File: config.mk
export PLATFORM = sky130hd
export DESIGN_NAME = dds_hop_ctrl
export DESIGN_NICKNAME = d
export VERILOG_FILES = /design/src/rtl/dds_pkg.sv /design/src/rtl/dds_prt_gen.sv /design/src/rtl/dds_hop_ctrl.sv
export SDC_FILE = /design/constraint.sdc
export NUM_CORES = 2
export LEC_CHECK = 0
export CAP_MARGIN = 10
export CORE_UTILIZATION = 35
export CTS_BUF_LIST = sky130_fd_sc_hd__clkbuf_4 sky130_fd_sc_hd__clkbuf_8
export DETAILED_ROUTE_END_ITERATION = 8
export HOLD_SLACK_MARGIN = 0.02
export RECOVER_POWER = 50
export SLEW_MARGIN = 5
export SYNTH_ARGS = -nofsm -noshare
export SYNTH_HDL_FRONTEND = slang
export SYNTH_SLANG_ARGS = --single-unit
File: constraint.sdc
create_clock -name clk_user_bufg -period 16.08 [get_ports clk_user_bufg]
set_input_delay 3.216 -clock clk_user_bufg [delete_from_list [all_inputs] [get_ports clk_user_bufg]]
set_output_delay 3.216 -clock clk_user_bufg [all_outputs]
set_load 0.02 [all_outputs]
File: src/rtl/dds_pkg.sv
// Shared definitions for the DDS control blocks.
//   hop_state_e     : frequency-hop controller states
//   FTW_PER_KHZ_DEF : phase increment per kHz at fs = 1 GHz
//   FREQ_W_DEF      : internal kHz frequency width
//   KHZ_PER_MHZ     : MHz to kHz scale factor
package dds_pkg;

  typedef enum logic [1:0] {
    ST_IDLE,
    ST_LOAD,
    ST_CALC,
    ST_DWELL
  } hop_state_e;

  localparam logic [31:0] FTW_PER_KHZ_DEF = 32'd4295;
  localparam int unsigned FREQ_W_DEF      = 26;
  localparam int unsigned KHZ_PER_MHZ     = 1000;

endpackage

File: src/rtl/dds_prt_gen.sv
// PRT gate generator: free-running counter 0..cycle-1 with a width compare.
//   clk_i, rst_i : clock, asynchronous active-high reset
//   en_i         : count and gate enable (gate forced low when 0)
//   clr_i        : restart counter at 0 (priority over en_i)
//   width_i      : pulse-high width in clocks
//   cycle_i      : period in clocks; 0 means CW (gate always high)
//   pulse_o      : gate output
module dds_prt_gen (
  input  logic        clk_i,
  input  logic        rst_i,
  input  logic        en_i,
  input  logic        clr_i,
  input  logic [31:0] width_i,
  input  logic [31:0] cycle_i,
  output logic        pulse_o
);

  logic [31:0] cnt_q, cnt_d;

  always_comb begin
    cnt_d = cnt_q;
    if (clr_i) begin
      cnt_d = '0;
    end else if (en_i) begin
      if (cycle_i == '0 || cnt_q >= cycle_i - 32'd1) begin
        cnt_d = '0;
      end else begin
        cnt_d = cnt_q + 32'd1;
      end
    end
  end

  always_ff @(posedge clk_i or posedge rst_i) begin
    if (rst_i) begin
      cnt_q <= '0;
    end else begin
      cnt_q <= cnt_d;
    end
  end

  // width >= cycle falls out as constant high since cnt never reaches cycle
  assign pulse_o = en_i && ((cycle_i == '0) || (cnt_q < width_i));

endmodule

File: src/rtl/dds_hop_ctrl.sv
// Frequency-hop controller for a DDS: steps a kHz frequency from start to
// stop, converts it to a tuning word and gates the output with a PRT pulse.
//   clk_user_bufg / rst_glb       : clock, asynchronous active-high reset
//   hop_en_i                      : run request (level)
//   DDS_FREQHOP_START/STOP_MHz_VIO: hop range in MHz
//   DDS_FREQHOP_kHz_VIO           : hop step in kHz (0 = single frequency)
//   DDS_FREQHOPSPEED_VIO          : dwell per hop in clocks
//   DDS_PRT_WIDTH/CYCLE_VIO       : PRT pulse width and period in clocks
//   ftw_o / ftw_vld_o             : tuning word and one-cycle update strobe
//   pulse_o                       : PRT gate
//   hop_idx_o                     : hop index, 0 at start frequency
//   cfg_err_o                     : sticky start > stop flag
module dds_hop_ctrl
  import dds_pkg::*;
#(
  parameter logic [31:0] FTW_PER_KHZ = FTW_PER_KHZ_DEF,
  parameter int unsigned FREQ_W      = FREQ_W_DEF
) (
  input  logic        clk_user_bufg,
  input  logic        rst_glb,
  input  logic        hop_en_i,
  input  logic [15:0] DDS_FREQHOP_START_MHz_VIO,
  input  logic [15:0] DDS_FREQHOP_STOP_MHz_VIO,
  input  logic [15:0] DDS_FREQHOP_kHz_VIO,
  input  logic [31:0] DDS_FREQHOPSPEED_VIO,
  input  logic [31:0] DDS_PRT_WIDTH_VIO,
  input  logic [31:0] DDS_PRT_CYCLE_VIO,
  output logic [31:0] ftw_o,
  output logic        ftw_vld_o,
  output logic        pulse_o,
  output logic [15:0] hop_idx_o,
  output logic        cfg_err_o
);

  function automatic logic [FREQ_W-1:0] mhz_to_khz(input logic [15:0] mhz);
    return FREQ_W'(mhz) * FREQ_W'(KHZ_PER_MHZ);
  endfunction

  hop_state_e state_q, state_d;

  logic [15:0]       start_q, start_d, stop_q, stop_d, step_q, step_d;
  logic [31:0]       dwell_q, dwell_d, width_q, width_d, cycle_q, cycle_d;
  logic [FREQ_W-1:0] freq_q, freq_d;
  logic [15:0]       hop_idx_q, hop_idx_d;
  logic [31:0]       dwell_cnt_q, dwell_cnt_d;
  logic [31:0]       prod_q, prod_d;
  logic              prod_pend_q, prod_pend_d;
  logic [31:0]       ftw_q, ftw_d;
  logic              ftw_vld_q, ftw_vld_d;
  logic              cfg_err_q, cfg_err_d;

  logic              cfg_bad, load_en, calc_en, hop_go, run_en, dwell_last;
  logic [31:0]       dwell_eff;
  logic [FREQ_W-1:0] next_khz;
  logic [31:0]       ftw_calc;

  assign cfg_bad    = DDS_FREQHOP_START_MHz_VIO > DDS_FREQHOP_STOP_MHz_VIO;
  assign dwell_eff  = (dwell_q == '0) ? 32'd1 : dwell_q;
  // The dwell count restarts at each frequency update and keeps running
  // through CALC, so frequency updates (and strobes) land exactly dwell
  // clocks apart; the CALC cycle bounds the hop period to at least 2.
  assign dwell_last = dwell_cnt_q >= (dwell_eff - 32'd1);
  assign next_khz   = freq_q + FREQ_W'(step_q);
  assign ftw_calc   = 32'(freq_q) * FTW_PER_KHZ;

  // State register
  always_ff @(posedge clk_user_bufg or posedge rst_glb) begin
    if (rst_glb) begin
      state_q <= ST_IDLE;
    end else begin
      state_q <= state_d;
    end
  end

  // Next-state logic
  always_comb begin
    state_d = state_q;
    unique case (state_q)
      ST_IDLE:  if (hop_en_i && !cfg_err_q && !cfg_bad) state_d = ST_LOAD;
      ST_LOAD:  state_d = ST_CALC;
      ST_CALC:  state_d = ST_DWELL;
      ST_DWELL: if (dwell_last && step_q != '0) state_d = ST_CALC;
      default:  state_d = ST_IDLE;
    endcase
    if (!hop_en_i) state_d = ST_IDLE;
  end

  // FSM output decode; datapath updates are suppressed on the abort edge
  always_comb begin
    load_en = hop_en_i && (state_q == ST_LOAD);
    calc_en = hop_en_i && (state_q == ST_CALC);
    hop_go  = hop_en_i && (state_q == ST_DWELL) && dwell_last;
    run_en  = (state_q == ST_CALC) || (state_q == ST_DWELL);
  end

  always_comb begin
    start_d     = start_q;
    stop_d      = stop_q;
    step_d      = step_q;
    dwell_d     = dwell_q;
    width_d     = width_q;
    cycle_d     = cycle_q;
    freq_d      = freq_q;
    hop_idx_d   = hop_idx_q;
    dwell_cnt_d = dwell_cnt_q;
    prod_d      = prod_q;
    prod_pend_d = calc_en;
    ftw_d       = ftw_q;
    ftw_vld_d   = 1'b0;
    cfg_err_d   = cfg_err_q;

    if (load_en) begin
      start_d     = DDS_FREQHOP_START_MHz_VIO;
      stop_d      = DDS_FREQHOP_STOP_MHz_VIO;
      step_d      = DDS_FREQHOP_kHz_VIO;
      dwell_d     = DDS_FREQHOPSPEED_VIO;
      width_d     = DDS_PRT_WIDTH_VIO;
      cycle_d     = DDS_PRT_CYCLE_VIO;
      freq_d      = mhz_to_khz(DDS_FREQHOP_START_MHz_VIO);
      hop_idx_d   = '0;
      dwell_cnt_d = '0;
    end else if (hop_go) begin
      dwell_cnt_d = '0;
      if (step_q != '0) begin
        if (next_khz > mhz_to_khz(stop_q)) begin
          freq_d    = mhz_to_khz(start_q);
          hop_idx_d = '0;
        end else begin
          freq_d    = next_khz;
          hop_idx_d = hop_idx_q + 16'd1;
        end
      end
    end else if (run_en && hop_en_i) begin
      dwell_cnt_d = dwell_cnt_q + 32'd1;
    end

    if (calc_en) prod_d = ftw_calc;

    if (prod_pend_q && hop_en_i) begin
      ftw_d     = prod_q;
      ftw_vld_d = 1'b1;
    end

    if (!hop_en_i) begin
      cfg_err_d = 1'b0;
    end else if (state_q == ST_IDLE && cfg_bad) begin
      cfg_err_d = 1'b1;
    end
  end

  always_ff @(posedge clk_user_bufg or posedge rst_glb) begin
    if (rst_glb) begin
      start_q     <= '0;
      stop_q      <= '0;
      step_q      <= '0;
      dwell_q     <= '0;
      width_q     <= '0;
      cycle_q     <= '0;
      freq_q      <= '0;
      hop_idx_q   <= '0;
      dwell_cnt_q <= '0;
      prod_q      <= '0;
      prod_pend_q <= 1'b0;
      ftw_q       <= '0;
      ftw_vld_q   <= 1'b0;
      cfg_err_q   <= 1'b0;
    end else begin
      start_q     <= start_d;
      stop_q      <= stop_d;
      step_q      <= step_d;
      dwell_q     <= dwell_d;
      width_q     <= width_d;
      cycle_q     <= cycle_d;
      freq_q      <= freq_d;
      hop_idx_q   <= hop_idx_d;
      dwell_cnt_q <= dwell_cnt_d;
      prod_q      <= prod_d;
      prod_pend_q <= prod_pend_d;
      ftw_q       <= ftw_d;
      ftw_vld_q   <= ftw_vld_d;
      cfg_err_q   <= cfg_err_d;
    end
  end

  dds_prt_gen u_prt_gen (
    .clk_i   (clk_user_bufg),
    .rst_i   (rst_glb),
    .en_i    (run_en),
    .clr_i   (load_en),
    .width_i (width_q),
    .cycle_i (cycle_q),
    .pulse_o (pulse_o)
  );

  assign ftw_o     = ftw_q;
  assign ftw_vld_o = ftw_vld_q;
  assign hop_idx_o = hop_idx_q;
  assign cfg_err_o = cfg_err_q;

endmodule

==> results.yml <==
timing:
  finalWorstSetupSlack_ns: 6.922
  layout_worst_path_cycle_share_pct: 56.95
  report.final.slew_viol_count: 271
  fmax_mhz: 109.2
  worst_slew_pin_slew_ns: 5.823
  rsz0062_at_grt: "false"
  relSlewSlack_pct: -290.4
  skew_ns: 0.03558
  final-hold-violation-count: 0
  final-setup-viol-count: 0
  layout_min_cycle_time_ns: 9.158
  hold_slack_ns: 0.4705
  finalSetupTns_ns: 0
worst_setup_path:
  max_stage_delay_ns: 1.16
  critPathMaxFanout: 27
  end_kind: "register"
  crit_buf_inv: 4
  cp.required_ns: 16.62
  worstSetupStartpointType: "register"
  crit_slowest_cell: "nor2_1"
  critPathKind: "register to register"
  worst_ep_arrival_time_ns: 9.70
  crit_family: "simple AND/OR/NAND/NOR gates"
detailed_routing:
  wl_per_cell_um: 16.63
  post_drt_via_cell_ratio: 4.939
  wl_um: 77270
  first_iter_violations: 1159
  wl_met3_um: 4417
  met1_length_um: 37090
  firstDrtPassIters: 5
  drcViolationCount: 0
  dr_wl_met2_um: 33330
  route.vias.total: 22943
  top_layer: "met5"
  ant_nets: 0
clock_network:
  tritoncts: "yes"
  cts.hold.buffers_added: 0
  root_buffer: "clkbuf_8"
  ctsResizeCount: 0
  clock_sinks: 319
  cts-htree-levels: 3
  cts_made_buffers: 67
  clock_path_buffers: 3
  postCtsSetupRepairBufs: 0
  clkSlewWorstSetupHoldPaths_ns: 0.06
  clkLatencyLatePin_ns: 0.65
final_layout:
  fin_cells: 4645
  drive_above_1_share_pct: 5.257
  areaGrowthSynthToFinish_pct: 15.47
  nets: 4274
  layout_common_cells: "nand2_1 (495), ha_1 (424), inv_1 (414)"
  fill_cells: 8504
  final_common_cell: "nand2_1"
synth:
  synth-warning-count: 0
  syn_nets: 4069
  synthCells: 3250
  ys_ff_latch: 319
  syn-cell-area_mm2: 0.03013
  synth_edf_count: 0
  synth_top_cell_by_area: "dfrtp_1"
  synthArstFlopShare_pct: 100.0
  synth_cell_types: 74
  synth_seq_area_share_pct: 26.49
  yosysTopAreaCellShare_pct: 26.49
  synth_top_flop_cell: "dfrtp_1"
  synth_area_leaders: "dfrtp_1 (26%), ha_1 (18%), fa_1 (16%), nand2_1 (6.2%), inv_1 (5.2%)"
  avgSynthCellArea_um2: 9.272
floorplan:
  core-area_mm2: 0.08528
  fp.dieW_um: 295.4
  initial_core_util_pct: 35.33
  io_pins: 198
  die-height_um: 295.4
  die-area_mm2: 0.08727
  num_rows: 107
min_path:
  hp-class: "register to register"
flow_run:
  cap_violations: 4
place:
  place_congestion: 0.8940
  dpl.cell_count: 4530
  dp_hpwl_um: 61010
  pre_cts_ws_ns: 7.170
  io_buffers: 197
global_routing:
  grt_antenna_before_repair: 6
  grt_pass1_wl_um: 126500
  gr-usage-all-layers_pct: 18.32
  grt_overflow: 0
  grt_max_degree: 145
  grt_pass1_vias: 23695
status:
  status: "complete, but fails checks"
  violations: "capacitance limit, slew limit"
==> stage by stage <==
step / util (%) / area [um^2]
after floorplan: - / 30130
after global placement: 39.16 / 33400
after detailed placement: 39.16 / 33400
after CTS: 40.82 / 34810
after global routing: 40.80 / 34790
final: 40.80 / 34790
==> layer usage <==
layer	global-route usage, %	up-vias
met5	0	-
met4	6.142	4
met3	3.308	122
met2	28.29	464
met1	25.75	11030
li1	-	11323
==> cell type report <==
cell class / count / area (um^2) / area share (%)
Clock buffer: 101 / 1303 / 3.744
Sequential cell: 319 / 7983 / 22.94
Clock inverter: 13 / 110.1 / 0.3165
Multi-Input combinational cell: 2440 / 20320 / 58.41
Antenna cell: 1 / 2.502 / 0.007192
Tap cell: 1144 / 1431 / 4.114
Inverter: 416 / 1563 / 4.492
Timing Repair Buffer: 211 / 2078 / 5.973
==> Yosys cell counts (7+ instances only) <==
| master | count |
|---|---|
| nand2_1 | 496 |
| ha_1 | 424 |
| inv_1 | 415 |
| dfrtp_1 | 319 |
| fa_1 | 248 |
| o21ai_0 | 242 |
| nor2_1 | 132 |
| xnor2_1 | 122 |
| a21oi_1 | 121 |
| xor2_1 | 78 |
| a21o_1 | 68 |
| clkbuf_1 | 60 |
| nand3_1 | 60 |
| nor3_1 | 50 |
| mux2_2 | 36 |
| and3_1 | 34 |
| nand4_1 | 30 |
| nand2b_1 | 25 |
| nor4_1 | 23 |
| nor2b_1 | 22 |
| o31ai_1 | 22 |
| a211oi_1 | 21 |
| o21bai_1 | 17 |
| or3_1 | 17 |
| o21a_1 | 15 |
| a31oi_1 | 13 |
| and2_1 | 13 |
| o211ai_1 | 11 |
| buf_2 | 10 |
| a221oi_1 | 7 |
| or2_2 | 7 |
==> flip-flops by register name, summed over array words and instances (netlist names) <==
register,flops
cycle_q,32
dwell_cnt_q,32
dwell_q,32
ftw_o,32
prod_q,32
u_prt_gen.cnt_q,32
width_q,32
freq_q,26
hop_idx_o,16
start_q,16
step_q,16
stop_q,16
state_q,2
cfg_err_o,1
ftw_vld_o,1
prod_pend_q,1
==> cells by family after synthesis <==
group / share of synthesized area, %
simple gates: 14.30
fa+ha+maj: 34.08
compound gates: 11.64
buf+inv: 6.158
flops: 26.49
xor+xnor: 5.813
mux: 1.511
==> tightest hold or removal path: stages, from the launching register on <==
cell and delay [ns]:
dfrtp_1 0.34, nand2_1 0.05, nand2_1 0.05
==> final timing paths <==
check | start | endpoint | slack, ns | cells past startpoint
worst max-delay path | stop_q[4] | hop_idx_o[12] | 6.92 | 29
worst min-delay path | prod_q[2] | prod_q[2] | 0.47 | 2
worst max register to register | stop_q[4] | hop_idx_o[12] | 6.92 | 29
worst min register to register | prod_q[2] | prod_q[2] | 0.47 | 2
max in group asynchronous | rst_glb | prod_q[20] | 6.95 | 3
min in group asynchronous | rst_glb | dwell_q[22] | 4.86 | 2
Power is left out: the tool's default activity adds up to more than one toggle a clock period on the data nets, which glitch-free logic cannot reach.
